$ cat config.mk
export PLATFORM = sky130hd
export DESIGN_NAME = shared_bus_controller
export DESIGN_NICKNAME = d
export VERILOG_FILES = /design/src/rtl/bus_defs_pkg.sv /design/src/rtl/bus_timeout_counter.sv /design/src/rtl/shared_bus_controller.sv
export SDC_FILE = /design/constraint.sdc
export NUM_CORES = 1
export LEC_CHECK = 0
export BUFFER_PORTS_ARGS = -buffer_cell sky130_fd_sc_hd__buf_2
export CAP_MARGIN = 25
export CELL_PAD_IN_SITES_DETAIL_PLACEMENT = 0
export CELL_PAD_IN_SITES_GLOBAL_PLACEMENT = 1
export CORE_ASPECT_RATIO = 1.4
export CORE_MARGIN = 8
export CORE_UTILIZATION = 36
export DETAILED_ROUTE_END_ITERATION = 7
export PLACE_DENSITY = 0.83
export SLEW_MARGIN = 30
export SYNTH_ARGS = -nofsm -noshare
export SYNTH_HDL_FRONTEND = slang
export SYNTH_SLANG_ARGS = --single-unit
$ cat constraint.sdc
create_clock -name clk -period 3.1 [get_ports clk]
set_input_delay 0 -clock clk [delete_from_list [all_inputs] [get_ports clk]]
set_output_delay 0 -clock clk [all_outputs]
set_load 0.02 [all_outputs]
$ cat src/rtl/bus_defs_pkg.sv
// Shared definitions for the shared-memory bus controller: grant/request levels,
// FSM state encoding and bus owner codes.
package bus_defs_pkg;

    typedef enum logic {
        BUS_NOT_GRANTED = 1'b0,
        BUS_GRANTED     = 1'b1
    } grant_e;

    typedef enum logic {
        BUS_NOT_REQUESTED = 1'b0,
        BUS_REQUESTED     = 1'b1
    } request_e;

    typedef enum logic [1:0] {
        ST_IDLE  = 2'd0,
        ST_ISSUE = 2'd1,
        ST_WAIT  = 2'd2,
        ST_RESP  = 2'd3
    } state_e;

    typedef enum logic [1:0] {
        OWN_NONE = 2'b00,
        OWN_P1   = 2'b01,
        OWN_P2   = 2'b10
    } owner_e;

endpackage

$ cat src/rtl/bus_timeout_counter.sv
// Counts consecutive WAIT cycles and flags the TIMEOUT-th one so the controller
// can abort a memory access that never completes.
module bus_timeout_counter #(
    parameter int TIMEOUT = 15
) (
    input  logic clk,
    input  logic reset,
    input  logic clear_i,
    input  logic enable_i,
    output logic expire_o
);

    localparam int CNT_W = (TIMEOUT > 1) ? $clog2(TIMEOUT) : 1;

    // count_q holds the number of WAIT cycles already completed, so the
    // TIMEOUT-th cycle is the one where count_q equals TIMEOUT-1.
    logic [CNT_W-1:0] count_q;

    assign expire_o = enable_i && (count_q == CNT_W'(TIMEOUT - 1));

    always_ff @(posedge clk) begin
        if (reset || clear_i) begin
            count_q <= '0;
        end else if (enable_i && !expire_o) begin
            count_q <= count_q + 1'b1;
        end
    end

endmodule

$ cat src/rtl/shared_bus_controller.sv
// Executes one shared-memory transaction for the core granted by the arbiter.
// Define BUS_TIMEOUT_EN to bound WAIT to TIMEOUT cycles and flag aborts on bus_err.
module shared_bus_controller
    import bus_defs_pkg::*;
#(
    parameter int ADDR_W = 8,
    parameter int DATA_W = 16
`ifdef BUS_TIMEOUT_EN
    ,
    parameter int TIMEOUT = 15
`endif
) (
    input  logic              clk,
    input  logic              reset,
    input  logic              grant1,
    input  logic              grant2,
    output logic              arb_enable,
    input  logic              p1_req,
    input  logic              p2_req,
    input  logic              p1_we,
    input  logic              p2_we,
    input  logic [ADDR_W-1:0] p1_addr,
    input  logic [ADDR_W-1:0] p2_addr,
    input  logic [DATA_W-1:0] p1_wdata,
    input  logic [DATA_W-1:0] p2_wdata,
    output logic              p1_ack,
    output logic              p2_ack,
    output logic [DATA_W-1:0] p1_rdata,
    output logic [DATA_W-1:0] p2_rdata,
    output logic              bus_err,
    output logic              mem_req,
    output logic              mem_we,
    output logic [ADDR_W-1:0] mem_addr,
    output logic [DATA_W-1:0] mem_wdata,
    input  logic [DATA_W-1:0] mem_rdata,
    input  logic              mem_ready,
    output logic [1:0]        bus_owner
);

    state_e              state_q;
    owner_e              owner_q;
    logic                arb_enable_q;
    logic                mem_req_q;
    logic                mem_we_q;
    logic [ADDR_W-1:0]   mem_addr_q;
    logic [DATA_W-1:0]   mem_wdata_q;
    logic                p1_ack_q;
    logic                p2_ack_q;
    logic [DATA_W-1:0]   p1_rdata_q;
    logic [DATA_W-1:0]   p2_rdata_q;
    logic                sel_p1_d;
    logic                sel_p2_d;
    logic                tmo_expire;

    // P1 wins when both grants are high; a grant without its request is ignored.
    assign sel_p1_d = (grant1 == BUS_GRANTED) && (p1_req == BUS_REQUESTED);
    assign sel_p2_d = (grant2 == BUS_GRANTED) && (p2_req == BUS_REQUESTED);

`ifdef BUS_TIMEOUT_EN
    logic bus_err_q;

    bus_timeout_counter #(
        .TIMEOUT (TIMEOUT)
    ) u_timeout (
        .clk      (clk),
        .reset    (reset),
        .clear_i  (state_q != ST_WAIT),
        .enable_i (state_q == ST_WAIT),
        .expire_o (tmo_expire)
    );

    assign bus_err = bus_err_q;
`else
    assign tmo_expire = 1'b0;
    assign bus_err    = 1'b0;
`endif

    always_ff @(posedge clk) begin
        if (reset) begin
            state_q      <= ST_IDLE;
            owner_q      <= OWN_NONE;
            arb_enable_q <= 1'b1;
            mem_req_q    <= 1'b0;
            mem_we_q     <= 1'b0;
            mem_addr_q   <= '0;
            mem_wdata_q  <= '0;
            p1_ack_q     <= 1'b0;
            p2_ack_q     <= 1'b0;
            p1_rdata_q   <= '0;
            p2_rdata_q   <= '0;
`ifdef BUS_TIMEOUT_EN
            bus_err_q    <= 1'b0;
`endif
        end else begin
            // NOTE: pulse outputs default low each cycle; only the state that
            // owns the pulse raises it, so every pulse lasts exactly one cycle.
            mem_req_q <= 1'b0;
            p1_ack_q  <= 1'b0;
            p2_ack_q  <= 1'b0;
`ifdef BUS_TIMEOUT_EN
            bus_err_q <= 1'b0;
`endif
            case (state_q)
                ST_IDLE: begin
                    if (sel_p1_d || sel_p2_d) begin
                        owner_q      <= sel_p1_d ? OWN_P1 : OWN_P2;
                        mem_we_q     <= sel_p1_d ? p1_we    : p2_we;
                        mem_addr_q   <= sel_p1_d ? p1_addr  : p2_addr;
                        mem_wdata_q  <= sel_p1_d ? p1_wdata : p2_wdata;
                        mem_req_q    <= 1'b1;
                        arb_enable_q <= 1'b0;
                        state_q      <= ST_ISSUE;
                    end
                end
                ST_ISSUE: begin
                    state_q <= ST_WAIT;
                end
                ST_WAIT: begin
                    // A ready on the expiring cycle still completes normally.
                    if (mem_ready || tmo_expire) begin
                        if (mem_ready && !mem_we_q) begin
                            if (owner_q == OWN_P1) p1_rdata_q <= mem_rdata;
                            else                   p2_rdata_q <= mem_rdata;
                        end
                        p1_ack_q <= (owner_q == OWN_P1);
                        p2_ack_q <= (owner_q == OWN_P2);
`ifdef BUS_TIMEOUT_EN
                        bus_err_q <= !mem_ready;
`endif
                        state_q  <= ST_RESP;
                    end
                end
                ST_RESP: begin
                    owner_q      <= OWN_NONE;
                    arb_enable_q <= 1'b1;
                    state_q      <= ST_IDLE;
                end
                default: begin
                    state_q <= ST_IDLE;
                end
            endcase
        end
    end

    assign arb_enable = arb_enable_q;
    assign mem_req    = mem_req_q;
    assign mem_we     = mem_we_q;
    assign mem_addr   = mem_addr_q;
    assign mem_wdata  = mem_wdata_q;
    assign p1_ack     = p1_ack_q;
    assign p2_ack     = p2_ack_q;
    assign p1_rdata   = p1_rdata_q;
    assign p2_rdata   = p2_rdata_q;
    assign bus_owner  = owner_q;

endmodule

# [Word level (Yosys, flattened, before mapping)]
# Cells that the tools add are included.
[totals] reg_bits=65 latchBits=0 mem_bits_ro=0 out_inout_bits=64 ram_bits=0 n_memories=0 in_bits=73 word_cells=48
[classes] muxes=12 reduce_logical=14 add_sub_neg=0 n_mul=0 bitwise=4 eq_ne=7 magnitude_cmp=0 n_shift=0 div=0
[ops] cell="two-way mux 16 bit" count=1
[ops] cell="two-way mux 2 bit" count=4
[ops] cell="two-way mux 8 bit" count=1
[ops] cell="case mux 2 bit (4 select lines)" count=1
[ops] cell="AND reduction 4 bit" count=2
[ops] cell="== test 2 bit, second input constant" count=3
[ops] cell="AND reduction 2 bit" count=3
[ops] cell="== test 2 x 1 -> 1 bit, second input constant" count=2
[ops] cell="!= test 2 bit, second input constant" count=2
[ops] cell="inverter 1 bit" count=4
[ops] cell="case mux 2 bit (2 select lines)" count=1
[ops] cell="logical AND 1 bit" count=3
[ops] cell="two-way mux 1 bit" count=3
[ops] cell="OR reduction 3 bit" count=1
[ops] cell="zero test 2 bit" count=1
[ops] cell="case mux 1 bit (2 select lines)" count=1
[ops] cell="nonzero test 2 bit" count=1
[ops] cell="OR reduction 2 bit" count=1
[ops] cell="zero test 1 bit" count=1
[ops] cell="logical OR 1 bit" count=1

# [Logic depth before layout (Yosys ltp)]
# Gate-level depths: netlist of run 1.
[logic_depth] word_depth=4 mapped_depth=7 mapped_depth_nobuf=5

# [Worst setup path after synthesis of run 1]
# OpenSTA, ideal clock, no wires.
[synth_timing] path_type="reg-to-reg" from="reg state_q[0]" to="reg arb_enable_q (netlist: arb_enable)" setup_time_ps=122 period_less_slack_ps=1496 stages_incl_launch_ff=7 n_path_buf=2 arrival_ps=1374 path_slack_ps=1604 path_cell_list="dfxtp_1 inv_1 ha_1 clkbuf_1 buf_2 nand2_1 a221o_1"
[synth_via] elab_chain_len=3 word_cells_on_any_way=6
[synth_lines] item="start: declaration" line_no="shared_bus_controller.sv:40" text="state_e state_q;"
[synth_lines] item="start signal: assignment" line_no="shared_bus_controller.sv:80" text="state_q <= ST_IDLE;"
[synth_lines] item="start signal: assignment" line_no="shared_bus_controller.sv:112" text="state_q <= ST_ISSUE;"
[synth_lines] item="start signal: assignment" line_no="shared_bus_controller.sv:116" text="state_q <= ST_WAIT;"
[synth_lines] item="== test 2 bit / zero test 2 bit (equally long branches)" line_no="shared_bus_controller.sv:103" text="case (state_q)"
[synth_lines] item="nonzero test 2 bit (no source line) / != test 2 bit (equally long branches)"
[synth_lines] item="AND reduction 2 bit (no source line)"
[synth_lines] item="end signal: assignment" line_no="shared_bus_controller.sv:82" text="arb_enable_q <= 1'b1;"
[synth_lines] item="end signal: assignment" line_no="shared_bus_controller.sv:111" text="arb_enable_q <= 1'b0;"
[synth_lines] item="end signal: assignment" line_no="shared_bus_controller.sv:135" text="arb_enable_q <= 1'b1;"
[synth_lines] item="end: declaration" line_no="shared_bus_controller.sv:42" text="logic arb_enable_q;"
# Parallel ways exist; a longest one is shown, timed or not.
# A chain may end at the register's enable or synchronous reset.

# [Final worst setup path of run 1]
[layout_timing] from="reg state_q[0]" to="reg mem_wdata_q[15] (netlist: mem_wdata[15])"
[layout_via] elab_chain_len=2
[layout_lines] item="zero test 2 bit" line_no="shared_bus_controller.sv:103"
[layout_lines] item="AND reduction 2 bit (no source line)"
[layout_lines] item="end signal: assignment" line_no="shared_bus_controller.sv:109" text="mem_wdata_q <= sel_p1_d ? p1_wdata : p2_wdata;"
[layout_lines] item="end: declaration" line_no="shared_bus_controller.sv:46" text="logic [DATA_W-1:0] mem_wdata_q;"
# No other way between the ends.

==> run summary, run 1 <==
Outcome -> finished, final reports clean
Cell Area, Synth -> 2980 um2
Residual DRC -> 0
Die H -> 124 um
WS Path Type -> register to register
Final setup violation count -> 0
CP max stage cell -> dlygate4sd3_1
Final Hold Vio Count -> 0
Prevailing post-synth register cell -> dfxtp_1
Antenna violations before repair -> 0
Crit path launch -> state_q[0]
Flops & latches, synth -> 65
Initial DRC count -> 117
Sequential fraction of the synthesis area -> 43.7%
Post-DR vias/cell -> 5.22
DR WL/cell -> 16.1 um
Die Area -> 11500 um2
Initial Utilization -> 36.7%
Grt total ovfl -> 0
Crit-path max cell delay -> 0.59 ns
Max FO, Critical Path -> 28
# resized after CTS -> 0
Lkg Pwr -> 2.03 nW
Layout Nets -> 601
Slew at the pin with the worst max-slew slack -> 0.674 ns
Post-DP Area -> 3640 um2
Ratio of cells with drive above 1 in the final layout -> 33.6%
Minimum clock period -> 2.20 ns
Fmax -> 454 MHz
CP startpoint kind -> register
Pins over their slew limit -> 0
Synthesis Warnings -> 0
Worst Hold Launch -> p2_req
Largest family of logic cells by synthesized area -> compound AO/OA/AOI/OAI gates
Post-synthesis adder-cell area fraction -> 2.10%
Tcrit/Tclk final -> 71.0%
IO Port Bufs -> 135
CP Capture Type -> register
CP top delay family -> buffers and inverters
Via count -> 3281
Placement Rows -> 39
H-tree levels -> 3
Netlist cell types -> 37
Avg Synthesized Cell Area -> 8.73 um2
Power Density -> 688 nW/um2
Mux cell area share after synthesis -> 0.336%
Critical Path RT -> 3.36 ns
Synth top area cells -> dfxtp_1 (44%), a311oi_2 (10%), nand3_1 (9.9%), a21oi_1 (9.8%), o21ai_0 (5.4%)
Compound-Gate Fraction of Synth Area -> 29.2%
Fin cells -> 629
TritonCTS buffer count -> 9
Async S/R FF share, synth -> 0%
Buf/Inv on CP -> 3
Post-synthesis simple-gate area fraction -> 17.5%
Post-route ant nets -> 0
Xor/xnor cell area share of the yosys netlist -> 0%
RSZ-0062 raised after global routing -> false
Vias in the first global route -> 3374
Area growth syn-to-layout -> 55.2%
Setup TNS Final -> 0 ns
Num ports -> 137
Final instance area -> 4620 um2
Area of the core -> 8100 um2
Die W -> 92.8 um
R2R Setup Slk -> 0.90 ns
Type of the worst min-delay path -> input port to register
Synth top area share -> 43.7%
Dominant cell type by area after synthesis -> dfxtp_1
Hpwl dp -> 6.71 mm
Total chip power -> 3.18 mW
Max VDD drop -> 321 uV
First-pass GRT wire length -> 16.5 mm
Largest net degree at the start of global routing -> 29
Worst Path Arrival -> 2.47 ns
Maximum capacitance violations -> 0
Clk_skew -> 0.00361 ns
First-pass detailed-route iteration total -> 5
TritonCTS clock tree -> built
Clk slew on worst S/H paths -> 0.05 ns
Mapped Cells -> 341
Min setup slack post-route -> 0.899 ns
Root Buffer -> clkbuf_16
WL final -> 10.1 mm
CTS max path bufs -> 2
Syn nets -> 419
Clock sinks -> 65
Total GRT Usage -> 17.8%
GP Congestion -> 0.786
FF-to-FF Start -> state_q[0]
Antenna Cells -> 0
Number of flops mapped to enable cells by yosys -> 0
Relative max-transition margin -> 55.1%
Clock latency on the worst-skew pair -> 0.33 ns
DP Cell Count -> 547
Worst path cell trace -> inv_1 > ha_1 > buf_4 > a21oi_1 > a311oi_2 > dlygate4sd3_1
Pre-CTS WS -> 1.19 ns
==> final timing paths <==
| check | endpoint | cells past startpoint |
|---|---|---|
| worst max-delay path | mem_wdata[15] | 6 |
| worst min-delay path | bus_owner[1] | 3 |
| worst max register to register | mem_wdata[15] | 6 |
| worst min register to register | p2_rdata[15] | 2 |
==> state kept, by name, indices dropped and copies added, names as in the netlist <==
register	flops
mem_we	1
p1_ack	1
p2_ack	1
bus_owner	2
mem_req	1
mem_wdata	16
p1_rdata	16
state_q	2
arb_enable	1
mem_addr	8
p2_rdata	16
==> placed cells by master, fill, tap and decap left out, types with 2 or more instances in the layout <==
cell type,n
buf_4,7
clkbuf_1,2
clkbuf_16,9
bufinv_16,2
a21o_1,2
inv_1,3
nand3_1,59
nand2_1,29
a21oi_1,58
nor2b_1,2
a311oi_1,5
ha_1,5
dfxtp_1,65
dlygate4sd3_1,67
nand2b_1,5
buf_2,135
o21ai_0,32
a311oi_2,20
==> Yosys cell counts (3+ instances only) <==
cell and n:
o21ai_0 32, a21oi_1 58, ha_1 5, inv_1 3
a311oi_2 20, nand3_1 59, nand2_1 29, buf_2 8
nand2b_1 5, dfxtp_1 65, a311oi_1 5, clkbuf_1 22
==> routing by layer <==
metal | GRT usage, % | wire, um | vias up
met4 | 9.00 | 271 | 0
met5 | 0 | 0 | -
met3 | 5.91 | 847 | 21
met2 | 29.3 | 4850 | 134
met1 | 20.2 | 4160 | 1510
li1 | - | - | 1616
==> through the flow <==
step | util, % | hold WS, ns
2_1_floorplan | - | 0.143
3_3_place_gp | 44.9 | 0.270
3_5_place_dp | 44.9 | 0.273
4_1_cts | 57.0 | 0.0759
5_1_grt | 57.0 | 0.166
6_report | 57.0 | 0.109
==> power by group <==
part	leakage [nW]	switching [mW]	internal [mW]
logic	1.34	0.631	0.445
registers	0.530	0.0758	0.959
clock network	0.153	0.347	0.720
total	2.03	1.05	2.12
==> cells by family after synthesis <==
group	after synthesis
AOI/OAI and AO/OA	124
and+or+nand+nor	104
DFF	65
buffers and inverters	41
adders and majority gates	5
muxes	1
other	1
==> worst reg2reg max path, cell delays in order, from the launching register on <==
cell           delay (ns)
dfxtp_1              0.31
inv_1                0.14
ha_1                 0.34
buf_4                0.36
a21oi_1              0.13
a311oi_2             0.26
dlygate4sd3_1        0.59
==> repair_timing <==
| item | in CTS | in global routing |
|---|---|---|
| hold buffers | 67 | 0 |
| buffers inserted | 0 | 0 |
| hold endpoints to repair | 59 | 0 |
==> final cells by class <==
class                   instances  area, um2
repair buffers                209       1400
clock inverters                 3       65.1
multi-input cells             235       1470
well taps                     102        128
flip-flops and latches         65       1300
inverters                       3       11.3
fillers                       759       3480
clock buffers                  12        246
No activity file was read; power rests on OpenSTA's default activity.
==> inputs of run 2 (changes only) <==
Settings changed: CORE_UTILIZATION 36 to 30, PLACE_DENSITY 0.83 to 0.74.
Clock period 3.1 ns to 1.77 ns, I/O delays scaled along.
==> run 2 against run 1 <==
Net effect:
- non-clock buffer count grew 6
- die area grew 17%
- utilization shrank 9.3 points
- critical path depth shrank 1
- sequential share of layout area shrank 0.32 points
- combinational power grew 66%
==> run summary, run 2 (synthesis gave the netlist of run 1 again) <==
Area growth syn-to-layout -> 57.0% (was 55.2%)
Antenna violations before repair -> 0 (unchanged)
Num ports -> 137 (unchanged)
Buf/Inv on CP -> 2 (was 3)
Clock power frac -> 31.6% (was 33.6%)
WS Path Type -> register to register (unchanged)
Post-route ant nets -> 0 (unchanged)
R2R Setup Slk -> 0.21 ns (was 0.90 ns)
Max VDD drop -> 591 uV (was 321 uV)
Power Density -> 1130 nW/um2 (was 688 nW/um2)
Via count -> 3271 (was 3281)
Fmax -> 641 MHz (was 454 MHz)
Initial DRC count -> 138 (was 117)
RSZ-0062 raised after global routing -> false (unchanged)
Vias in the first global route -> 3484 (was 3374)
GP Congestion -> 0.758 (was 0.786)
Pins over their slew limit -> 0 (unchanged)
Root Buffer -> clkbuf_16 (unchanged)
Residual DRC -> 0 (unchanged)
Outcome -> finished, final reports clean (unchanged)
Clk_skew -> 0.00370 ns (was 0.00361 ns)
Hpwl dp -> 7.15 mm (was 6.71 mm)
Post-DP Area -> 3720 um2 (was 3640 um2)
# resized after CTS -> 0 (unchanged)
Largest net degree at the start of global routing -> 43 (was 29)
CP startpoint kind -> register (unchanged)
Most frequent cells in the layout -> buf_2 (135), dlygate4sd3_1 (67), dfxtp_1 (65) (unchanged)
Lkg Pwr -> 2.00 nW (was 2.03 nW)
Final instance area -> 4670 um2 (was 4620 um2)
Ratio of cells with drive above 1 in the final layout -> 34.3% (was 33.6%)
Critical Path RT -> 1.98 ns (was 3.36 ns)
P_sw -> 1.83 mW (was 1.05 mW)
Setup TNS Final -> 0 ns (unchanged)
R2R cell count -> 5 (was 6)
CTS max path bufs -> 2 (unchanged)
Layout Nets -> 607 (was 601)
Total internal power -> 3.45 mW (was 2.12 mW)
Die H -> 134 um (was 124 um)
First-pass detailed-route iteration total -> 4 (was 5)
Met1 usage -> 17.8% (was 20.2%)
WL final -> 10.6 mm (was 10.1 mm)
FF-to-FF Start -> state_q[0] (unchanged)
Post-DR vias/cell -> 4.90 (was 5.22)
TritonCTS clock tree -> built (unchanged)
CP top delay family -> buffers and inverters (unchanged)
Clock latency on the worst-skew pair -> 0.32 ns (was 0.33 ns)
Initial Utilization -> 30.4% (was 36.7%)
Antenna Cells -> 0 (unchanged)
Worst Path Arrival -> 1.77 ns (was 2.47 ns)
Max FO, Critical Path -> 24 (was 28)
Clock sinks -> 65 (unchanged)
Most common cell after layout, fill and taps aside -> buf_2 (unchanged)
Worst Hold Launch -> p2_req (unchanged)
Maximum capacitance violations -> 0 (unchanged)
Grt total ovfl -> 0 (unchanged)
DR WL/cell -> 15.9 um (was 16.1 um)
GRT met2 Usage -> 26.5% (was 29.3%)
Type of the worst min-delay path -> input port to register (unchanged)
Logic pwr share -> 34.0% (was 33.8%)
Final Hold Vio Count -> 0 (unchanged)
Die W -> 100 um (was 92.8 um)
Minimum clock period -> 1.56 ns (was 2.20 ns)
TritonCTS buffer count -> 9 (unchanged)
WHS Endpoint -> bus_owner[1] (unchanged)
Tcrit/Tclk final -> 88.1% (was 71.0%)
Net switching share of the total power -> 34.7% (was 33.2%)
Fin cells -> 668 (was 629)
Crit-path max cell delay -> 0.31 ns (was 0.59 ns)
Layer carrying the most global-route usage -> met2 (unchanged)
Placement Rows -> 43 (was 39)
IO Port Bufs -> 135 (unchanged)
Final setup violation count -> 0 (unchanged)
Total GRT Usage -> 15.8% (was 17.8%)
H-tree levels -> 3 (unchanged)
Pre-CTS WS -> 0.213 ns (was 1.19 ns)
Min setup slack post-route -> 0.211 ns (was 0.899 ns)
First-pass GRT wire length -> 17.3 mm (was 16.5 mm)
Total chip power -> 5.28 mW (was 3.18 mW)
M3 GR Usage -> 5.65% (was 5.91%)
Clk slew on worst S/H paths -> 0.05 ns (about the same)
Sequential share of power -> 34.4% (was 32.6%)
CP max stage cell -> dfxtp_1 (was dlygate4sd3_1)
Die Area -> 13400 um2 (was 11500 um2)
DP Cell Count -> 586 (was 547)
Worst path cell trace -> inv_1 > ha_1 > buf_4 > a41oi_1 > o32ai_1 (was inv_1 > ha_1 > buf_4 > a21oi_1 > a311oi_2 > dlygate4sd3_1)
Area of the core -> 9790 um2 (was 8100 um2)
WHS Path Cells -> 3 (unchanged)
CP Capture Type -> register (unchanged)
Worst R2R End -> bus_owner[1] (was mem_wdata[15])
run 2: repair_timing:
item,CTS,global route
endpoints found under the hold margin,59,0
buffers inserted,0,0
hold buffers,67,0
run 2: final cells by class:
| cell class | count | area [um2] |
|---|---|---|
| Tap cell | 135 | 169 |
| Fill cell | 946 | 5120 |
| Clock buffer | 11 | 233 |
| Sequential cell | 65 | 1300 |
| Clock inverter | 4 | 45.0 |
| Multi-Input combinational cell | 235 | 1470 |
| Inverter | 3 | 11.3 |
| Timing Repair Buffer | 215 | 1440 |
run 2: how the worst max path moves through the flow:
| stage | slack [ns] | startpoint | to | cells past startpoint |
|---|---|---|---|---|
| floorplan | 0.27 | state_q[0] | arb_enable | 6 |
| global placement | 0.32 | state_q[0] | bus_owner[1] | 5 |
| detailed placement | 0.21 | state_q[0] | bus_owner[1] | 5 |
| CTS | 0.19 | state_q[0] | bus_owner[1] | 5 |
| global route | 0.06 | state_q[0] | bus_owner[1] | 5 |
| finish | 0.21 | state_q[0] | bus_owner[1] | 5 |
run 2: power groups by stage:
stage | Combinational (mW) | Sequential (mW) | Clock [mW]
global route | 1.95 | 1.84 | 1.79
finish | 1.79 | 1.81 | 1.67
detailed placement | 1.69 | 1.84 | 0
CTS | 1.80 | 1.82 | 1.74
floorplan | 0.950 | 2.06 | 0
global placement | 1.66 | 1.84 | 0
run 2: per-stage QoR:
step	util (%)	hold slack, ns
after detailed placement	38.0	0.270
after global routing	47.7	0.161
after floorplan	-	0.143
after global placement	38.0	0.269
final	47.7	0.121
after CTS	47.7	0.0951
run 2: worst register-to-register path, delay by kind of cell (launching register included):
family	cells	cell delay (ns)
buffers and inverters	2	0.45
adder cells (fa/ha/maj)	1	0.27
flip-flops	1	0.31
AO/OA/AOI/OAI	2	0.42
run 2: metal layers:
metal / up-vias / wire length [um]
li1: 1621 / -
met1: 1525 / 4500
met2: 117 / 5180
met3: 8 / 809
met4: 0 / 108
met5: - / 0
